$ cat src/rtl/wb_arb_pkg.sv
// Shared definitions for the two-master Wishbone CSR arbiter.
//   ADR_W / DAT_W : CSR address and data widths
//   TIMEOUT_DATA  : read data returned to a master when the slave never acks
//   state_e       : arbiter FSM encoding
//   req_t         : captured master request (address, write data, write enable)
package wb_arb_pkg;
  localparam int ADR_W = 7;
  localparam int DAT_W = 8;
  localparam logic [DAT_W-1:0] TIMEOUT_DATA = 8'hFF;

  typedef enum logic [1:0] {
    ST_IDLE = 2'd0,
    ST_STB  = 2'd1,
    ST_WAIT = 2'd2
  } state_e;

  typedef struct packed {
    logic [ADR_W-1:0] adr;
    logic [DAT_W-1:0] dat;
    logic             we;
  } req_t;
endpackage

$ cat src/rtl/wb_req_latch.sv
// Per-master request holder: pending flag plus captured adr/dat/we.
//   clk, rst          : clock, async active-high reset
//   cyc_i, stb_i      : master cycle / strobe (strobe may be a single pulse)
//   adr_i, dat_i, we_i: master request fields, captured with the strobe
//   busy_i            : this master's transaction is in flight or being acked
//   grant_i           : arbiter is taking the request this cycle
//   pend_o, req_o     : pending flag and captured request
module wb_req_latch
  import wb_arb_pkg::*;
(
  input  logic             clk,
  input  logic             rst,
  input  logic             cyc_i,
  input  logic             stb_i,
  input  logic [ADR_W-1:0] adr_i,
  input  logic [DAT_W-1:0] dat_i,
  input  logic             we_i,
  input  logic             busy_i,
  input  logic             grant_i,
  output logic             pend_o,
  output req_t             req_o
);
  logic pend_q, pend_d;
  req_t req_q, req_d;

  always_comb begin
    pend_d = pend_q;
    req_d  = req_q;
    // Grant consumes the request; a master abandoning its cycle withdraws it.
    if (grant_i || !cyc_i) begin
      pend_d = 1'b0;
    end else if (stb_i && !pend_q && !busy_i) begin
      pend_d = 1'b1;
      req_d  = '{adr: adr_i, dat: dat_i, we: we_i};
    end
  end

  always_ff @(posedge clk or posedge rst) begin
    if (rst) begin
      pend_q <= 1'b0;
      req_q  <= '0;
    end else begin
      pend_q <= pend_d;
      req_q  <= req_d;
    end
  end

  assign pend_o = pend_q;
  assign req_o  = req_q;
endmodule

$ cat src/rtl/wb_arbiter.sv
// Two-master to one-slave Wishbone CSR arbiter with round-robin tie break
// and a slave ack timeout. All outputs are registered.
//   mN_*_i     : master N request (adr, dat, we, stb, cyc)
//   mN_ack_o   : one-cycle ack to master N; mN_dat_o valid with it
//   s_*_o      : shared slave request; s_stb_o is a one-cycle strobe
//   s_dat_i/s_ack_i : slave response
//   timeout_o  : one-cycle pulse when a transaction is force-terminated
module wb_arbiter
  import wb_arb_pkg::*;
#(
  parameter logic [7:0] TIMEOUT = 8'd255
) (
  input  logic             clk,
  input  logic             rst,
  input  logic [ADR_W-1:0] m0_adr_i,
  input  logic [DAT_W-1:0] m0_dat_i,
  input  logic             m0_we_i,
  input  logic             m0_stb_i,
  input  logic             m0_cyc_i,
  output logic             m0_ack_o,
  output logic [DAT_W-1:0] m0_dat_o,
  input  logic [ADR_W-1:0] m1_adr_i,
  input  logic [DAT_W-1:0] m1_dat_i,
  input  logic             m1_we_i,
  input  logic             m1_stb_i,
  input  logic             m1_cyc_i,
  output logic             m1_ack_o,
  output logic [DAT_W-1:0] m1_dat_o,
  output logic [ADR_W-1:0] s_adr_o,
  output logic [DAT_W-1:0] s_dat_o,
  output logic             s_we_o,
  output logic             s_stb_o,
  output logic             s_cyc_o,
  input  logic [DAT_W-1:0] s_dat_i,
  input  logic             s_ack_i,
  output logic             timeout_o
);
  state_e state_q, state_d;
  logic             gnt_q, gnt_d;
  logic             last_q, last_d;
  logic [7:0]       cnt_q, cnt_d;
  logic [ADR_W-1:0] s_adr_q, s_adr_d;
  logic [DAT_W-1:0] s_dat_q, s_dat_d;
  logic             s_we_q, s_we_d, s_stb_q, s_stb_d, s_cyc_q, s_cyc_d;
  logic [1:0]       ack_q, ack_d;
  logic [1:0][DAT_W-1:0] mdat_q, mdat_d;
  logic             to_q, to_d;

  logic [1:0] cyc_v, stb_v, we_v, busy_v, pend_raw, pend_v, grant;
  logic [1:0][ADR_W-1:0] adr_v;
  logic [1:0][DAT_W-1:0] dat_v;
  req_t req_v [2];
  logic sel;

  assign cyc_v = {m1_cyc_i, m0_cyc_i};
  assign stb_v = {m1_stb_i, m0_stb_i};
  assign we_v  = {m1_we_i, m0_we_i};
  assign adr_v = {m1_adr_i, m0_adr_i};
  assign dat_v = {m1_dat_i, m0_dat_i};

  for (genvar i = 0; i < 2; i++) begin : g_m
    // The ack cycle still counts as busy so a master holding stb until it
    // sees ack cannot re-queue the same transaction.
    assign busy_v[i] = ((state_q != ST_IDLE) && (gnt_q == 1'(i))) || ack_q[i];
    wb_req_latch u_latch (
      .clk(clk), .rst(rst), .cyc_i(cyc_v[i]), .stb_i(stb_v[i]),
      .adr_i(adr_v[i]), .dat_i(dat_v[i]), .we_i(we_v[i]),
      .busy_i(busy_v[i]), .grant_i(grant[i]),
      .pend_o(pend_raw[i]), .req_o(req_v[i])
    );
  end

  // A request whose cycle was dropped this cycle is not granted.
  assign pend_v = pend_raw & cyc_v;

  always_comb begin
    state_d = state_q;
    gnt_d   = gnt_q;
    last_d  = last_q;
    cnt_d   = cnt_q;
    s_adr_d = s_adr_q;
    s_dat_d = s_dat_q;
    s_we_d  = s_we_q;
    s_stb_d = 1'b0;
    s_cyc_d = s_cyc_q;
    ack_d   = '0;
    mdat_d  = mdat_q;
    to_d    = 1'b0;
    grant   = '0;
    sel     = 1'b0;
    unique case (state_q)
      ST_IDLE: begin
        if (|pend_v) begin
          // The priority pointer only moves on a contested grant, so the
          // loser of one tie wins the next one.
          if (&pend_v) begin
            sel    = ~last_q;
            last_d = sel;
          end else begin
            sel = pend_v[1];
          end
          grant[sel] = 1'b1;
          gnt_d   = sel;
          cnt_d   = '0;
          s_adr_d = req_v[sel].adr;
          s_dat_d = req_v[sel].dat;
          s_we_d  = req_v[sel].we;
          s_stb_d = 1'b1;
          s_cyc_d = 1'b1;
          state_d = ST_STB;
        end
      end
      ST_STB, ST_WAIT: begin
        if (s_ack_i) begin
          ack_d[gnt_q]  = 1'b1;
          mdat_d[gnt_q] = s_dat_i;
          s_cyc_d = 1'b0;
          state_d = ST_IDLE;
        end else if (cnt_q == TIMEOUT - 8'd1) begin
          ack_d[gnt_q]  = 1'b1;
          mdat_d[gnt_q] = TIMEOUT_DATA;
          to_d    = 1'b1;
          s_cyc_d = 1'b0;
          state_d = ST_IDLE;
        end else begin
          cnt_d   = cnt_q + 8'd1;
          state_d = ST_WAIT;
        end
      end
      default: state_d = ST_IDLE;
    endcase
  end

  always_ff @(posedge clk or posedge rst) begin
    if (rst) begin
      state_q <= ST_IDLE;
      gnt_q   <= 1'b0;
      last_q  <= 1'b1;
      cnt_q   <= '0;
      s_adr_q <= '0;
      s_dat_q <= '0;
      s_we_q  <= 1'b0;
      s_stb_q <= 1'b0;
      s_cyc_q <= 1'b0;
      ack_q   <= '0;
      mdat_q  <= '0;
      to_q    <= 1'b0;
    end else begin
      state_q <= state_d;
      gnt_q   <= gnt_d;
      last_q  <= last_d;
      cnt_q   <= cnt_d;
      s_adr_q <= s_adr_d;
      s_dat_q <= s_dat_d;
      s_we_q  <= s_we_d;
      s_stb_q <= s_stb_d;
      s_cyc_q <= s_cyc_d;
      ack_q   <= ack_d;
      mdat_q  <= mdat_d;
      to_q    <= to_d;
    end
  end

  assign m0_ack_o  = ack_q[0];
  assign m1_ack_o  = ack_q[1];
  assign m0_dat_o  = mdat_q[0];
  assign m1_dat_o  = mdat_q[1];
  assign s_adr_o   = s_adr_q;
  assign s_dat_o   = s_dat_q;
  assign s_we_o    = s_we_q;
  assign s_stb_o   = s_stb_q;
  assign s_cyc_o   = s_cyc_q;
  assign timeout_o = to_q;
endmodule
$ cat config.mk
export PLATFORM = sky130hd
export DESIGN_NAME = wb_arbiter
export DESIGN_NICKNAME = d
export VERILOG_FILES = /design/src/rtl/wb_arb_pkg.sv /design/src/rtl/wb_req_latch.sv /design/src/rtl/wb_arbiter.sv
export SDC_FILE = /design/constraint.sdc
export NUM_CORES = 1
export LEC_CHECK = 0
export BUFFER_PORTS_ARGS = -buffer_cell sky130_fd_sc_hd__buf_2
export CAP_MARGIN = 20
export CORE_MARGIN = 2
export CORE_UTILIZATION = 45
export CTS_CLUSTER_SIZE = 40
export DETAILED_ROUTE_END_ITERATION = 16
export PLACE_DENSITY = 0.72
export SKIP_CTS_REPAIR_TIMING = 1
export SKIP_LAST_GASP = 1
export SLEW_MARGIN = 10
export SYNTH_ARGS = -nofsm -noshare
export SYNTH_HDL_FRONTEND = slang
export SYNTH_SLANG_ARGS = --single-unit
$ cat constraint.sdc
create_clock -name clk -period 2.4 [get_ports clk]
set_clock_uncertainty 0.1 [all_clocks]
set_input_delay 0.24 -clock clk [delete_from_list [all_inputs] [get_ports clk]]
set_output_delay 0.24 -clock clk [all_outputs]
set_load 0.02 [all_outputs]
==> flow_summary_export.csv <==
group,metric,value,unit
clock_network,clk_pin_slew,0.09,ns
placement,port_buffers,83,
sta,max_freq,496,MHz
detailed_routing,vias,2596,
detailed_routing,wl,7640,um
detailed_routing,drt_first_iter_violations,99,
power,p_leak,2.07,nW
grt,grt_max_degree,40,
grt,grt_pass1_wl,12800,um
job,max_cap_viol_count,0,
power,switchingPower,2.15,mW
status,status,"finished with violations",
power,p_int,3.40,mW
cells_and_area,final_common_cell,"buf_2",
sta,period_minus_slack,2.01,ns
cells_and_area,post-route-util,56.6,%
yosys,synthCells,291,
detailed_routing,wl_per_cell,15.6,um
grt,grt_util_all_layers,18.7,%
clock_network,clock-sinks,83,
setup_path,worstSetupPathType,"flip-flop to flip-flop",
floorplanning,core.rowCount,32,
setup_path,startpoint_type,"flip-flop",
yosys,synth-main-ff-cell,"dfrtp_1",
sta,setup_viol,0,
power,comb_power_share,40.6,%
sta,worst_slew_pin_slew,0.862,ns
sta,hold_viol_final,36,
clock_network,clock_latency,0.34,ns
floorplanning,io_pins,84,
status,violations,"negative hold slack",
yosys,synth_edf_count,0,
yosys,avgSynthCellArea,12.5,um^2
sta,tns,0,ns
sta,whs,-0.0452,ns
detailed_routing,drtAntennaViolNets,0,
detailed_routing,vias_per_cell,5.29,
sta,slew_viol_final,0,
yosys,synth_fp_nets,342,
yosys,ys_types,47,
min_path,min_path_type,"primary input to async pin",
floorplanning,initial_core_util,46.7,%
power,ir_worst_vdd,0.000601,V
cells_and_area,n_antenna_cell,0,
yosys,yosysSeqAreaShare,57.0,%
sta,rsz0062_at_grt,"false",
placement,gp_routability_congestion,0.837,
detailed_routing,drc,0,
setup_path,crit_fanout,4,
clock_network,cts_tree,"yes",
detailed_routing,drt-pass1-iter-count,4,
placement,place_inst,475,
cells_and_area,nFillCells,677,
sta,slew_headroom,42.4,%
setup_path,r2r_end,"cnt_q[7]",
grt,antenna_found_initial,0,
setup_path,worst_ep_arrival_time,2.15,ns
power,switching_share,38.7,%
cells_and_area,syn_to_final_growth,21.1,%
setup_path,r2r_setup_slack,0.39,ns
power,seqPwrFrac,43.1,%
cells_and_area,final_cell_count_no_fill,491,
floorplanning,dieWidth,94.0,um
yosys,ys_seq_elements,83,
floorplanning,die_h,94.0,um
sta,worst_slack,0.386,ns
grt,grt_pass1_vias,2654,
clock_network,cts_buffer_depth,2,
yosys,yosysWarnings,0,
grt,grt_overflow,0,
power,p_per_area,1260,nW/um^2
setup_path,regToRegStartpoint,"cnt_q[0]",
setup_path,reg2reg_depth,5,
clock_network,cts_buffers,9,
floorplanning,design.core.area,7810,um^2
setup_path,end_kind,"flip-flop",
clock_network,htree_levels,3,
placement,dp_slack,0.387,ns
floorplanning,dieArea,8840,um^2
placement,dpl.hpwl,5620,um
yosys,synthArstFlopShare,100,%
setup_path,crit_required,2.53,ns
clock_network,cts-root-buf,"clkbuf_8",
yosys,mappedNetlistArea,3650,um^2
cells_and_area,final_cell_mix,"buf_2 (83), dfrtp_1 (82), mux2_2 (49), nand2_1 (39)",
cells_and_area,nets,435,
cells_and_area,drive_gt1_share,43.2,%
sta,min_period_over_period,83.9,%
power,clockPowerShare,16.3,%
[sequential cells by signal, summed over array words and instances (netlist names)]
signal and flops:
m1_dat_o 8, s_stb_o 1, state_q 2, cnt_q 8, s_we_o 1, last_q 1, s_cyc_o 1, g_m.u_latch.pend_o 2
m0_dat_o 8, s_dat_o 8, timeout_o 1, gnt_q 1, ack_q 2, g_m.u_latch.req_o 32, s_adr_o 7
[worst max-delay path, cell delays in order (launching register included)]
cell       delay (ns)
dfrtp_1          0.40
inv_1            0.08
ha_1             0.28
a2111oi_0        0.48
mux2_2           0.39
a22o_1           0.18
[power groups by stage]
| stage | clock (mW) | sequential, mW | combinational [mW] |
|---|---|---|---|
| floorplan | 0 | 2.70 | 1.26 |
| global placement | 0 | 2.39 | 2.20 |
| detailed placement | 0 | 2.42 | 2.27 |
| CTS | 0.931 | 2.39 | 2.27 |
| global route | 0.990 | 2.48 | 2.48 |
| finish | 0.906 | 2.39 | 2.25 |
[synth_stat cells (all sizes together), types with 2 or more instances]
library cell	count	share of area [%]
nor3	5	1.1
nand3	10	1.7
and3	2	0.34
mux2i	10	2.7
nand2b	11	1.9
buf	7	1.3
nand4	2	0.34
a41oi	2	0.99
nand2	39	4.0
inv	12	1.2
o21ai	8	1.1
o22ai	2	0.34
nor2	2	0.21
o221ai	8	1.9
mux2	49	15
a31oi	3	0.51
ha	4	1.4
o31ai	2	0.41
nor3b	2	0.55
a21oi	2	0.27
nand3b	2	0.41
a22o	2	0.48
dfrtp	82	56
clkbuf	6	0.62
o211ai	3	0.62
[cell type report]
class                   count  area [um^2]  share of cell area (%)
inverters                  12         48.8                    1.10
multi-input cells         183         1450                    32.9
repair buffers             95          531                    12.0
well taps                 102          128                    2.89
flip-flops and latches     83         2080                    47.1
clock inverters             6         50.0                    1.13
clock buffers              10          128                    2.89
[routing by layer]
layer	share of wire (%)	global-route usage [%]
met5	0	0
met4	2.0	8.09
met3	3.8	2.57
met2	48	29.0
met1	46	26.3
[worst max-delay path by stage]
stage	start	to	slack, ns	cells past startpoint
floorplan	state_q[0]	g_m[1].u_latch.req_o[0]	0.46	8
global placement	cnt_q[0]	cnt_q[7]	0.48	5
finish	cnt_q[0]	cnt_q[7]	0.39	5
global route	cnt_q[0]	cnt_q[7]	0.23	5
detailed placement	cnt_q[0]	cnt_q[7]	0.39	5
CTS	cnt_q[0]	cnt_q[7]	0.37	5
[cell families (layout without fill, tap and decap cells)]
group                      count (synthesis)  count (layout)  share of synthesized area, %
AOI/OAI and AO/OA                         41              41                          9.12
DFF                                       83              83                          57.0
and+or+nand+nor                           78              78                          11.2
muxes                                     59              59                          17.9
adders and majority gates                  4               4                          1.37
xor gates and xnor gates                   1               1                         0.240
buffers and inverters                     25             123                          3.19
[stage by stage]
stage,cell area (um^2),power (mW)
finish,4420,5.55
global route,4420,5.94
CTS,4420,5.60
detailed placement,4240,4.68
global placement,4240,4.59
floorplan,3650,3.96
Power figures use the tool's default switching activity.
